==> src/rtl/sys_pkg.sv <==
`default_nettype none
// ============================================================================
// Module   : sys_pkg
// Purpose  : Shared state encodings and default timing constants for the
//            single-cycle MIPS execution controller.
// Revision : 1.0
// ============================================================================
package sys_pkg;

    typedef enum logic [1:0] {
        ST_IDLE = 2'd0,
        ST_RUN  = 2'd1,
        ST_HALT = 2'd2
    } state_t;

    localparam int c_DB_CYCLES_DEF = 500000;
    localparam int c_RUN_DIV_DEF   = 25000000;
    localparam int c_PC_W_DEF      = 8;

    // Counter width able to hold 0..n-1, never narrower than one bit.
    function automatic int cnt_width(input int n);
        return (n > 1) ? $clog2(n) : 1;
    endfunction

endpackage
`default_nettype wire

==> src/rtl/sys_step_ctrl_if.sv <==
`default_nettype none
// ============================================================================
// Module   : sys_step_ctrl_if
// Purpose  : Board/CPU-facing signal bundle of the execution controller.
// Revision : 1.0
// ============================================================================
interface sys_step_ctrl_if #(
    parameter int PC_W = 8
);
    logic            KEY_step;
    logic            KEY_load;
    logic            SW_run;
    logic [PC_W-1:0] SW_pc_val;
    logic            EH_flag;
    logic            CPU_step;
    logic            PC_load;
    logic [PC_W-1:0] PC_load_val;
    logic [15:0]     STEP_cnt;
    logic            HALT_led;

    modport master (
        output KEY_step, KEY_load, SW_run, SW_pc_val, EH_flag,
        input  CPU_step, PC_load, PC_load_val, STEP_cnt, HALT_led
    );

    modport slave (
        input  KEY_step, KEY_load, SW_run, SW_pc_val, EH_flag,
        output CPU_step, PC_load, PC_load_val, STEP_cnt, HALT_led
    );
endinterface
`default_nettype wire

==> src/rtl/sys_debounce.sv <==
`default_nettype none
// ============================================================================
// Module   : sys_debounce
// Purpose  : Two-flop synchronizer, stability debouncer and one-cycle
//            falling-edge (press) event for one raw board input.
// Revision : 1.0
// ============================================================================
module sys_debounce
    import sys_pkg::*;
#(
    parameter int   DB_CYCLES = c_DB_CYCLES_DEF,
    parameter logic RST_LEVEL = 1'b1
) (
    input  wire logic SYS_clk,
    input  wire logic SYS_rst,
    input  wire logic i_raw,
    output logic      o_level,
    output logic      o_fall
);

    localparam int                c_CNT_W   = cnt_width(DB_CYCLES);
    localparam logic [c_CNT_W-1:0] c_CNT_MAX = c_CNT_W'(DB_CYCLES - 1);

    logic               r_sync1;
    logic               r_sync2;
    logic               r_stable;
    logic               r_fall;
    logic [c_CNT_W-1:0] r_cnt;

    always_ff @(posedge SYS_clk) begin
        if (SYS_rst) begin
            r_sync1  <= RST_LEVEL;
            r_sync2  <= RST_LEVEL;
            r_stable <= RST_LEVEL;
            r_fall   <= 1'b0;
            r_cnt    <= '0;
        end else begin
            r_sync1 <= i_raw;
            r_sync2 <= r_sync1;
            r_fall  <= 1'b0;
            // Any return to the stable level restarts the stability window.
            if (r_sync2 == r_stable) begin
                r_cnt <= '0;
            end else if (r_cnt == c_CNT_MAX) begin
                r_stable <= r_sync2;
                r_cnt    <= '0;
                r_fall   <= r_stable & ~r_sync2;
            end else begin
                r_cnt <= r_cnt + 1'b1;
            end
        end
    end

    assign o_level = r_stable;
    assign o_fall  = r_fall;

endmodule
`default_nettype wire

==> src/rtl/sys_step_ctrl.sv <==
`default_nettype none
// ============================================================================
// Module   : sys_step_ctrl
// Purpose  : Manual single-step / free-run controller issuing CPU_step and
//            PC_load pulses, halting free-run on a CPU exception.
// Revision : 1.0
// ============================================================================
module sys_step_ctrl
    import sys_pkg::*;
#(
    parameter int DB_CYCLES = c_DB_CYCLES_DEF,
    parameter int RUN_DIV   = c_RUN_DIV_DEF,
    parameter int PC_W      = c_PC_W_DEF
) (
    input  wire logic      SYS_clk,
    input  wire logic      SYS_rst,
    sys_step_ctrl_if.slave bus
);

    localparam int                c_DIV_W   = cnt_width(RUN_DIV);
    localparam logic [c_DIV_W-1:0] c_DIV_MAX = c_DIV_W'(RUN_DIV - 1);

    logic w_step_ev;
    logic w_step_lvl;
    logic w_load_ev;
    logic w_load_lvl;
    logic w_run_lvl;
    logic w_run_fall;
    logic w_unused_ok;

    sys_debounce #(.DB_CYCLES(DB_CYCLES), .RST_LEVEL(1'b1)) u_db_step (
        .SYS_clk (SYS_clk),
        .SYS_rst (SYS_rst),
        .i_raw   (bus.KEY_step),
        .o_level (w_step_lvl),
        .o_fall  (w_step_ev)
    );

    sys_debounce #(.DB_CYCLES(DB_CYCLES), .RST_LEVEL(1'b1)) u_db_load (
        .SYS_clk (SYS_clk),
        .SYS_rst (SYS_rst),
        .i_raw   (bus.KEY_load),
        .o_level (w_load_lvl),
        .o_fall  (w_load_ev)
    );

    sys_debounce #(.DB_CYCLES(DB_CYCLES), .RST_LEVEL(1'b0)) u_db_run (
        .SYS_clk (SYS_clk),
        .SYS_rst (SYS_rst),
        .i_raw   (bus.SW_run),
        .o_level (w_run_lvl),
        .o_fall  (w_run_fall)
    );

    assign w_unused_ok = &{1'b0, w_step_lvl, w_load_lvl, w_run_fall};

    logic [PC_W-1:0]    r_pc_sync1;
    logic [PC_W-1:0]    r_pc_sync2;
    state_t             r_state;
    logic [c_DIV_W-1:0] r_div;
    logic               r_cpu_step;
    logic               r_pc_load;
    logic [PC_W-1:0]    r_pc_load_val;
    logic [15:0]        r_step_cnt;
    logic               r_halt_led;

    // The PC value only needs to be settled by the time the load key has
    // debounced, so it is synchronized but not filtered.
    always_ff @(posedge SYS_clk) begin
        if (SYS_rst) begin
            r_pc_sync1 <= '0;
            r_pc_sync2 <= '0;
        end else begin
            r_pc_sync1 <= bus.SW_pc_val;
            r_pc_sync2 <= r_pc_sync1;
        end
    end

    always_ff @(posedge SYS_clk) begin
        if (SYS_rst) begin
            r_state       <= ST_IDLE;
            r_div         <= '0;
            r_cpu_step    <= 1'b0;
            r_pc_load     <= 1'b0;
            r_pc_load_val <= '0;
            r_step_cnt    <= '0;
            r_halt_led    <= 1'b0;
        end else begin
            r_cpu_step <= 1'b0;
            r_pc_load  <= 1'b0;
            // A load pre-empts everything else; a coincident step is lost.
            if (w_load_ev) begin
                r_pc_load     <= 1'b1;
                r_pc_load_val <= r_pc_sync2;
                r_step_cnt    <= '0;
                r_div         <= '0;
                if (r_state == ST_HALT) begin
                    r_state    <= ST_IDLE;
                    r_halt_led <= 1'b0;
                end
            end else begin
                case (r_state)
                    ST_IDLE: begin
                        if (w_step_ev) begin
                            r_cpu_step <= 1'b1;
                            r_step_cnt <= r_step_cnt + 16'd1;
                        end
                        if (w_run_lvl) begin
                            r_state <= ST_RUN;
                            r_div   <= '0;
                        end
                    end
                    ST_RUN: begin
                        if (!w_run_lvl) begin
                            r_state <= ST_IDLE;
                            r_div   <= '0;
                        end else if (r_div == c_DIV_MAX) begin
                            r_div <= '0;
                            if (!bus.EH_flag) begin
                                r_cpu_step <= 1'b1;
                                r_step_cnt <= r_step_cnt + 16'd1;
                            end else begin
                                r_state    <= ST_HALT;
                                r_halt_led <= 1'b1;
                            end
                        end else begin
                            r_div <= r_div + 1'b1;
                        end
                    end
                    ST_HALT: begin
                        if (w_step_ev) begin
                            r_state    <= ST_IDLE;
                            r_halt_led <= 1'b0;
                        end
                    end
                    default: begin
                        r_state    <= ST_IDLE;
                        r_halt_led <= 1'b0;
                    end
                endcase
            end
        end
    end

    assign bus.CPU_step    = r_cpu_step;
    assign bus.PC_load     = r_pc_load;
    assign bus.PC_load_val = r_pc_load_val;
    assign bus.STEP_cnt    = r_step_cnt;
    assign bus.HALT_led    = r_halt_led;

endmodule
`default_nettype wire

==> src/flat_wrapper.sv <==
// flat-port wrapper written by rule: the top's interface ports become plain ports
module sys_step_ctrl_flat import sys_pkg::*;
#(
    parameter int DB_CYCLES = c_DB_CYCLES_DEF,
    parameter int RUN_DIV   = c_RUN_DIV_DEF,
    parameter int PC_W      = c_PC_W_DEF
)
  (SYS_clk, SYS_rst, bus_KEY_step, bus_KEY_load, bus_SW_run, bus_SW_pc_val, bus_EH_flag, bus_CPU_step, bus_PC_load, bus_PC_load_val, bus_STEP_cnt, bus_HALT_led);
  sys_step_ctrl_if #(.PC_W(PC_W)) bus_i ();
  input  wire logic SYS_clk;
  input  wire logic SYS_rst;
  input wire logic [$bits(bus_i.KEY_step)-1:0] bus_KEY_step;
  input wire logic [$bits(bus_i.KEY_load)-1:0] bus_KEY_load;
  input wire logic [$bits(bus_i.SW_run)-1:0] bus_SW_run;
  input wire logic [$bits(bus_i.SW_pc_val)-1:0] bus_SW_pc_val;
  input wire logic [$bits(bus_i.EH_flag)-1:0] bus_EH_flag;
  output wire logic [$bits(bus_i.CPU_step)-1:0] bus_CPU_step;
  output wire logic [$bits(bus_i.PC_load)-1:0] bus_PC_load;
  output wire logic [$bits(bus_i.PC_load_val)-1:0] bus_PC_load_val;
  output wire logic [$bits(bus_i.STEP_cnt)-1:0] bus_STEP_cnt;
  output wire logic [$bits(bus_i.HALT_led)-1:0] bus_HALT_led;
  assign bus_i.KEY_step = bus_KEY_step;
  assign bus_i.KEY_load = bus_KEY_load;
  assign bus_i.SW_run = bus_SW_run;
  assign bus_i.SW_pc_val = bus_SW_pc_val;
  assign bus_i.EH_flag = bus_EH_flag;
  assign bus_CPU_step = bus_i.CPU_step;
  assign bus_PC_load = bus_i.PC_load;
  assign bus_PC_load_val = bus_i.PC_load_val;
  assign bus_STEP_cnt = bus_i.STEP_cnt;
  assign bus_HALT_led = bus_i.HALT_led;
  sys_step_ctrl #(.DB_CYCLES(DB_CYCLES), .RUN_DIV(RUN_DIV), .PC_W(PC_W)) u_core (.SYS_clk(SYS_clk), .SYS_rst(SYS_rst), .bus(bus_i));
endmodule
==> config.mk <==
export PLATFORM = sky130hd
export DESIGN_NAME = sys_step_ctrl_flat
export DESIGN_NICKNAME = d
export VERILOG_FILES = /design/src/rtl/sys_pkg.sv /design/src/rtl/sys_step_ctrl_if.sv /design/src/rtl/sys_debounce.sv /design/src/rtl/sys_step_ctrl.sv /design/src/flat_wrapper.sv
export SDC_FILE = /design/constraint.sdc
export NUM_CORES = 1
export LEC_CHECK = 0
export CELL_PAD_IN_SITES_DETAIL_PLACEMENT = 0
export CELL_PAD_IN_SITES_GLOBAL_PLACEMENT = 1
export CORE_MARGIN = 10
export CORE_UTILIZATION = 45
export DETAILED_ROUTE_END_ITERATION = 7
export PLACE_DENSITY_LB_ADDON = 0.1
export RECOVER_POWER = 25
export SYNTH_ARGS = -nofsm -noshare
export SYNTH_HDL_FRONTEND = slang
export SYNTH_HIERARCHICAL = 1
export SYNTH_SLANG_ARGS = --single-unit
==> constraint.sdc <==
create_clock -name SYS_clk -period 2.6 [get_ports SYS_clk]
set_clock_uncertainty 0.2 [all_clocks]
set_input_delay 0.78 -clock SYS_clk [delete_from_list [all_inputs] [get_ports SYS_clk]]
set_output_delay 0.78 -clock SYS_clk [all_outputs]
set_load 0.005 [all_outputs]
Yosys cells after proc, flatten, opt, wreduce, memory -nomap -nowiden. Index checks and enable logic that the tools add are counted.

Output and inout bits: 27. Input port bits: 14. Word-level logic and storage cells: 105. Register bits: 138.

$add $sub $neg: 5. Muxes and demuxes: 30. Bitwise logic cells: 9. Eq/ne operators: 23. Reductions and logical operators: 15.

Operator list (count): 25-bit 2-to-1 mux (3); 16-bit 2-to-1 mux (4); 19-bit by 1-bit adder with 19-bit output (second input constant) (3); 19-bit equality test (second input constant) (3); 25-bit case mux with 2 select lines (1); 16-bit case mux with 2 select lines (1); 25-bit by 1-bit adder with 25-bit output (second input constant) (1); 25-bit equality test (second input constant) (1); 16-bit by 1-bit adder with 16-bit output (second input constant) (1); 3-bit OR reduction (5); 2-bit 2-to-1 mux (7); 3-bit != test (second input constant) (4); 1-bit 2-to-1 mux (11); 2-bit != test (second input constant) (5); 5-bit AND reduction (2); 2-bit AND reduction (4); 1-bit inverter (7); 2-bit case mux with 3 select lines (1); 6-bit AND reduction (1); 2-bit by 1-bit != test with 1-bit output (second input constant) (2); 4-bit by 3-bit != test with 1-bit output (second input constant) (1); 4-bit != test (second input constant) (1); 1-bit equality test (3); 3-bit by 2-bit != test with 1-bit output (second input constant) (1); other kinds (8) (9).

Logic depth before layout (Yosys ltp). Gate-level depths: netlist (run 1).

Depth in word-level cells: 5. Depth in mapped cells: 8. Mapped depth without buffers: 6.

Hierarchy. Netlist (run 1), hierarchy kept.

By module, submodules not included: sys_step_ctrl (times used 1, seq. area each 1401.3 sq um, cells each 385, area an instance 3349.5 sq um); sys_debounce at u_core.u_db_load ... (times used 2, seq. area each 460.4 sq um, cells each 116, area an instance 1013.5 sq um); sys_debounce at u_core.u_db_run (times used 1, seq. area each 460.4 sq um, cells each 116, area an instance 1091.0 sq um).

Worst setup path after synthesis (run 1). Ideal clock, no wire load.

Path kind: register to register. From: register u_core.u_db_load.r_cnt[0]. To: register u_core.u_db_load.r_stable (netlist: u_core/u_db_load/o_level). Stages on the path, launching flop included: 7. Slack: 0.411 ns. Required time: 2.273 ns. Data arrival time: 1.862 ns. Path buffers: 1. Setup time: 0.127 ns. Clock period less this slack: 2.189 ns. Path through: dfxtp_1 ha_1 clkbuf_1 nand2_1 or4_4 o31a_1 or3_1.

Longest elaborated chain between the ends: 2.

RTL lines: start, declared (RTL line sys_debounce.sv:28) `logic [c_CNT_W-1:0] r_cnt;`; start signal, assigned (RTL line sys_debounce.sv:49) `r_cnt <= r_cnt + 1'b1;`; 19-bit equality test (RTL line sys_debounce.sv:44) `end else if (r_cnt == c_CNT_MAX) begin`; 2-bit AND reduction (no source line); end signal, assigned (RTL line sys_debounce.sv:45) `r_stable <= r_sync2;`; end, declared (RTL line sys_debounce.sv:26) `logic r_stable;`.

Every way passes these cells. A chain may end at the register's enable or synchronous reset.

Worst setup path after layout (run 1).
From: register u_core.r_step_cnt[0] (netlist: u_core/bus.STEP_cnt[0]). To: output port bus_STEP_cnt[0].

RTL lines: start, declared (RTL line sys_step_ctrl.sv:64) `logic [15:0] r_step_cnt;`; start signal, assigned (RTL line sys_step_ctrl.sv:106) `r_step_cnt <= r_step_cnt + 16'd1;`; start signal, assigned (RTL line sys_step_ctrl.sv:121) `r_step_cnt <= r_step_cnt + 16'd1;`; end, declared (RTL line flat_wrapper.sv:20) `output wire logic [$bits(bus_i.STEP_cnt)-1:0] bus_STEP_cnt;`.

No word-level cell between the ends.

==> Flow_metrics.wiki, run 1 <==
{| class="wikitable"
! Metric !! Value
|-
| Final core utilization || 54.6%
|-
| Number of buffers on the longest clock path || 2
|-
| Multi-input gate area in the final layout || 3480 µm²
|-
| Category of the worst setup path capture point || output port
|-
| Count of input and output buffers || 40
|-
| Root buffer cell || clkbuf_16
|-
| Core area || 13900 µm²
|-
| Area of the mapped netlist || 6430 µm²
|-
| Setup repair after global routing missed its margin || false
|-
| Final Max Slew Viols || 0
|-
| Synth warn || 6
|-
| Total area of sequential cells || 2760 µm²
|-
| Portion of the clock cycle consumed by the worst path in the final layout || 94.2%
|-
| Die Footprint || 19500 µm²
|-
| Series of cell instances along the critical path || clkdlybuf4s50_1
|-
| DRT antenna net count || 0
|-
| Total GRT Usage || 14.7%
|-
| Longest individual stage delay on the worst path || 570 ps
|-
| Final setup viols || 0
|-
| Post-Route WL || 14400 µm
|-
| Number of global-route vias before repair || 4979
|-
| Share of power burned in the clock network || 51.7%
|-
| Pleak || 2.48 nW
|-
| Clock transition time at the flip-flop clock pins of the worst setup and hold paths || 60 ps
|-
| Initial Util || 46.2%
|-
| Result of the run || complete, no violations
|-
| Max-cap check violation count || 0
|-
| Final estimated routing congestion in global placement || 0.818
|-
| Initial antenna violation count || 0
|-
| Layout-stage area growth over the synthesis result || 18.3%
|-
| Number of H-tree levels || 4
|-
| WP buf/inv || 1
|-
| Portion of total power attributed to sequential cells || 46.4%
|-
| Number of ports placed on the die boundary || 41
|-
| Total nets after synthesis || 752
|-
| Power density relative to cell area || 605 nW/µm²
|-
| Detailed placement HPWL || 10100 µm
|-
| Synthesized area per cell || 8.81 µm²
|-
| Max Freq || 0.408 GHz
|-
| TritonRoute pass-1 iters || 5
|-
| Post-layout net count || 802
|-
| Clock tree from TritonCTS || built
|-
| Final Hold Fails || 0
|-
| Y dimension of the die || 140 µm
|-
| Net switching component of the power || 0.904 mW
|-
| Iter 0 DRT Violations || 252
|-
| DR vias || 5361
|-
| Class of the most critical hold timing path || register to register
|-
| Hold buffer count at cts || 0
|-
| Largest net degree at the start of global routing || 30
|-
| Total inserted antenna cells || 0
|-
| Worst-Skew Late Latency || 410 ps
|-
| Setup fix buffers added after clock tree synthesis || 0
|-
| WS Path Type || register to output port
|-
| Kind of cell adding the most delay to the critical path || buffers and inverters
|-
| CP max stage cell || clkdlybuf4s50_1
|-
| Drt wl/cell || 14.8 µm
|-
| Die X-Extent || 140 µm
|-
| Avg Vias per Cell || 5.51
|-
| Number of remaining DRC errors || 0
|-
| Overall power consumption || 4.60 mW
|-
| Placement Rows || 43
|-
| GR Overflow Total || 0
|-
| Clock sink count || 138
|-
| Worst slew margin || 24.7%
|-
| Global-route wire length before repair || 24100 µm
|-
| Arrival time of data at the critical path endpoint || 1470 ps
|-
| Fill count || 1298
|-
| Number of instances in the synthesized netlist || 730
|-
| Number of buffers added by the clock tree synthesis step || 17
|-
| Share of power burned in combinational logic || 1.9%
|-
| Setup crit start kind || register
|-
| Required time of the critical path || 1620 ps
|-
| Peak VDD IR || 473 µV
|-
| Resized Gates After CTS || 0
|-
| Cell-internal power || 3.70 mW
|-
| Tightest Pin Transition || 1130 ps
|-
| Min Tclk post-route || 2450 ps
|-
| Largest fanout on the critical path || 8
|-
| Share of cells above drive strength 1 || 9.71%
|-
| Switching Fraction || 19.6%
|}
[layout make-up]
type,instances,area share (%)
Clock inverter,8,1.56
Clock buffer,24,6.06
Inverter,13,0.641
Timing Repair Buffer,57,6.75
Multi-Input combinational cell,553,45.7
Tap cell,180,2.96
Sequential cell,138,36.3
[power groups by stage]
stage | logic [mW] | clock network (mW) | registers (mW)
final | 0.0875 | 2.38 | 2.14
after global routing | 0.0973 | 2.55 | 2.14
after CTS | 0.0915 | 2.45 | 2.14
after detailed placement | 0.0903 | 0 | 2.18
after global placement | 0.0888 | 0 | 2.18
after floorplan | 0.0479 | 0 | 2.18
[sequential cells by signal (all words and copies together), names as in the netlist, 2 cells and up]
| name | count |
|---|---|
| u_core/u_db_load/r_cnt | 19 |
| u_core/r_div | 25 |
| u_core/bus.PC_load_val | 8 |
| u_core/r_pc_sync1 | 8 |
| u_core/u_db_step/r_cnt | 19 |
| u_core/r_pc_sync2 | 8 |
| u_core/r_state | 2 |
| u_core/bus.STEP_cnt | 16 |
| u_core/u_db_run/r_cnt | 19 |
[metal layers]
layer  vias to the layer above  wire length (µm)  share of wire, %  GRT usage (%)
met4                         0                76              0.53           4.13
met1                      2503              6750                47           18.2
met5                         -                 0                 0              0
li1                       2740                 -                 -              -
met3                         7               658               4.6           4.87
met2                       111              6890                48           23.8
[cells in the final DEF (no fill, tap or decap), drive strengths merged, types with 19 or more instances in the layout]
cell type,n
dfxtp,138
o21ai,19
xnor2,41
nor3,36
a21oi,35
nand3,38
or3,23
nor2,91
clkdlybuf4s50,39
nor4,23
nor2b,20
nand2,63
nand4,31
clkbuf,27
mux2i,20
[final timing paths]
check | startpoint | end | slack [ps] | cells past startpoint
worst max-delay path | u_core/bus.STEP_cnt[0] | bus_STEP_cnt[0] | 150 | 1
worst min-delay path | u_core/u_db_step/r_sync1 | u_core/u_db_step/r_sync2 | 200 | 1
worst max register to register | u_core/r_div[0] | u_core/r_div[19] | 250 | 6
worst min register to register | u_core/u_db_step/r_sync1 | u_core/u_db_step/r_sync2 | 200 | 1
[through the flow]
stage / setup TNS, ps / instance area, µm² / std cells / worst slack (ps) / hold WS (ps)
finish: 0 / 7610 / 973 / 152 / 201
global route: 0 / 7610 / 973 / 56.8 / 224
CTS: 0 / 7640 / 973 / 115 / 208
detailed placement: -1.29 / 7060 / 941 / -1.29 / 198
global placement: 0 / 7060 / 941 / 33.0 / 194
floorplan: 0 / 6430 / 730 / 411 / 189
(Power assumes the default switching activity.)
==> run 2: changes to the inputs <==
Settings changed: SKIP_CTS_REPAIR_TIMING set to 1.
==> results of run 2 <==
No change in the layout: final DEF, timing and power equal those of run 1.
==> edit: new RTL, settings of run 2 <==
`RST_LEVEL` is set to 1'b1 in 3 places; all go to 1'b0.
--- a/src/rtl/sys_debounce.sv
+++ b/src/rtl/sys_debounce.sv
@@ -9,7 +9,7 @@
     import sys_pkg::*;
 #(
     parameter int   DB_CYCLES = c_DB_CYCLES_DEF,
-    parameter logic RST_LEVEL = 1'b1
+    parameter logic RST_LEVEL = 1'b0
 ) (
     input  wire logic SYS_clk,
     input  wire logic SYS_rst,
--- a/src/rtl/sys_step_ctrl.sv
+++ b/src/rtl/sys_step_ctrl.sv
@@ -28,7 +28,7 @@
     logic w_run_fall;
     logic w_unused_ok;
 
-    sys_debounce #(.DB_CYCLES(DB_CYCLES), .RST_LEVEL(1'b1)) u_db_step (
+    sys_debounce #(.DB_CYCLES(DB_CYCLES), .RST_LEVEL(1'b0)) u_db_step (
         .SYS_clk (SYS_clk),
         .SYS_rst (SYS_rst),
         .i_raw   (bus.KEY_step),
@@ -36,7 +36,7 @@
         .o_fall  (w_step_ev)
     );
 
-    sys_debounce #(.DB_CYCLES(DB_CYCLES), .RST_LEVEL(1'b1)) u_db_load (
+    sys_debounce #(.DB_CYCLES(DB_CYCLES), .RST_LEVEL(1'b0)) u_db_load (
         .SYS_clk (SYS_clk),
         .SYS_rst (SYS_rst),
         .i_raw   (bus.KEY_load),
Function: same outputs for any inputs over 4 cycles, from zero or initial values and one cycle with SYS_rst high; that may be too few to reach the edited logic, so the function may still have changed.
==> edit against run 2 <==
  * Synthesized cell count unchanged
  * Maximum frequency is 0.11% higher
  * Wire length is 1.8% higher
  * Area after synthesis grew 2.4%
  * Sequential cell count unchanged
  * Hold slack better by 0.034 ns
  * Setup slack gained 0.0027 ns
  * Combinational power decreased by 0.8%
  * Final area increased by 2.2%
  * Via count fell by 0.15%
  * Power is 3.7% higher
==> edit: results (changes against run 2) <==
status - finished clean
via density per instance - 5.49 (-0.35%)
Hold WC Path Type - reg -> reg
maximum number of pins on one net before global-route repair - 25 (-17%)
Leakage - 2.63 nW (+6.2%)
crit path max fanout - 8 (unchanged)
port buffer count - 40 (unchanged)
initial antenna violation count - 0 (unchanged)
Max rail drop VDD - 0.550 mV (+16%)
WL/cell - 15.0 um (+1.6%)
max reg flops - 25 (unchanged)
clock root buffer master - clkbuf_16
yosys warns - 6 (unchanged)
final-stage net count - 800 (-0.25%)
buffer depth of the longest clock path - 2 (unchanged)
layout cells sized above 1 - 10.1% (+0.40 points)
htree depth - 4 (unchanged)
n_diodes - 0 (unchanged)
first-pass GRT wire length - 25400 um (+5.1%)
CTS buffer count - 17 (unchanged)
Fill cells - 1314 (+1.2%)
Largest Register - u_core/r_div
Slew headroom - 38.8% (+14 points)
WP data arrival - 1.47 ns (about the same)
Iteration-0 DRC Markers - 286 (+13%)
vias in the first global route - 5297 (+6.4%)
Synthesized Nets - 752 (unchanged)
hpwl dp - 10300 um (+2.2%)
all-layer global routing usage - 15.0% (+0.36 points)
CP peak stage delay - 0.57 ns (about the same)
Clk pin slew, worst setup/hold paths - 0.05 ns
clk_lat worst skew - 0.41 ns (about the same)
CP delay by family, top - buffers and inverters
Slowest cell on crit path - clkdlybuf4s50_1
GPL Wtd Cong - 0.847 (+3.5%)
first drt pass iteration count - 6 (+1)
==> edit: per-stage QoR <==
stage	cells	instance area [um2]	worst slack, ns	total power [mW]
floorplan	730	6590	0.540	2.23
global placement	943	7190	0.132	2.27
detailed placement	943	7190	0.110	2.27
CTS	975	7820	0.124	4.84
global route	975	7780	0.100	4.95
finish	975	7780	0.154	4.78
==> edit: path summary, 6_finish.rpt <==
path         slack, ns                   start                   end  cells after the start
min               0.23    u_core/r_pc_sync1[0]  u_core/r_pc_sync2[0]                      1
max               0.15  u_core/bus.STEP_cnt[0]       bus_STEP_cnt[0]                      1
max reg2reg       0.30         u_core/r_div[0]      u_core/r_div[19]                      6
min reg2reg       0.23    u_core/r_pc_sync1[0]  u_core/r_pc_sync2[0]                      1
==> edit: area by class of cell <==
type                    instances  share of cell area (%)
repair buffers                 53                    6.14
inverters                      15                   0.724
multi-input cells             553                    46.6
well taps                     184                    2.96
clock buffers                  21                    5.92
flip-flops and latches        138                    35.5
clock inverters                11                    2.15
==> edit: metal layers <==
layer | share of wire (%) | global-route usage [%] | vias up
li1 | - | - | 2715
met1 | 47 | 18.4 | 2530
met2 | 48 | 25.2 | 96
met3 | 3.7 | 3.63 | 12
met4 | 0.85 | 5.05 | 0
met5 | 0 | 0 | -
==> edit: report_power, final <==
group          total, mW  switching, mW  internal (mW)
logic             0.0868         0.0484         0.0384
registers           2.14        0.00580           2.13
clock network       2.55          0.895           1.65
total               4.78          0.950           3.83
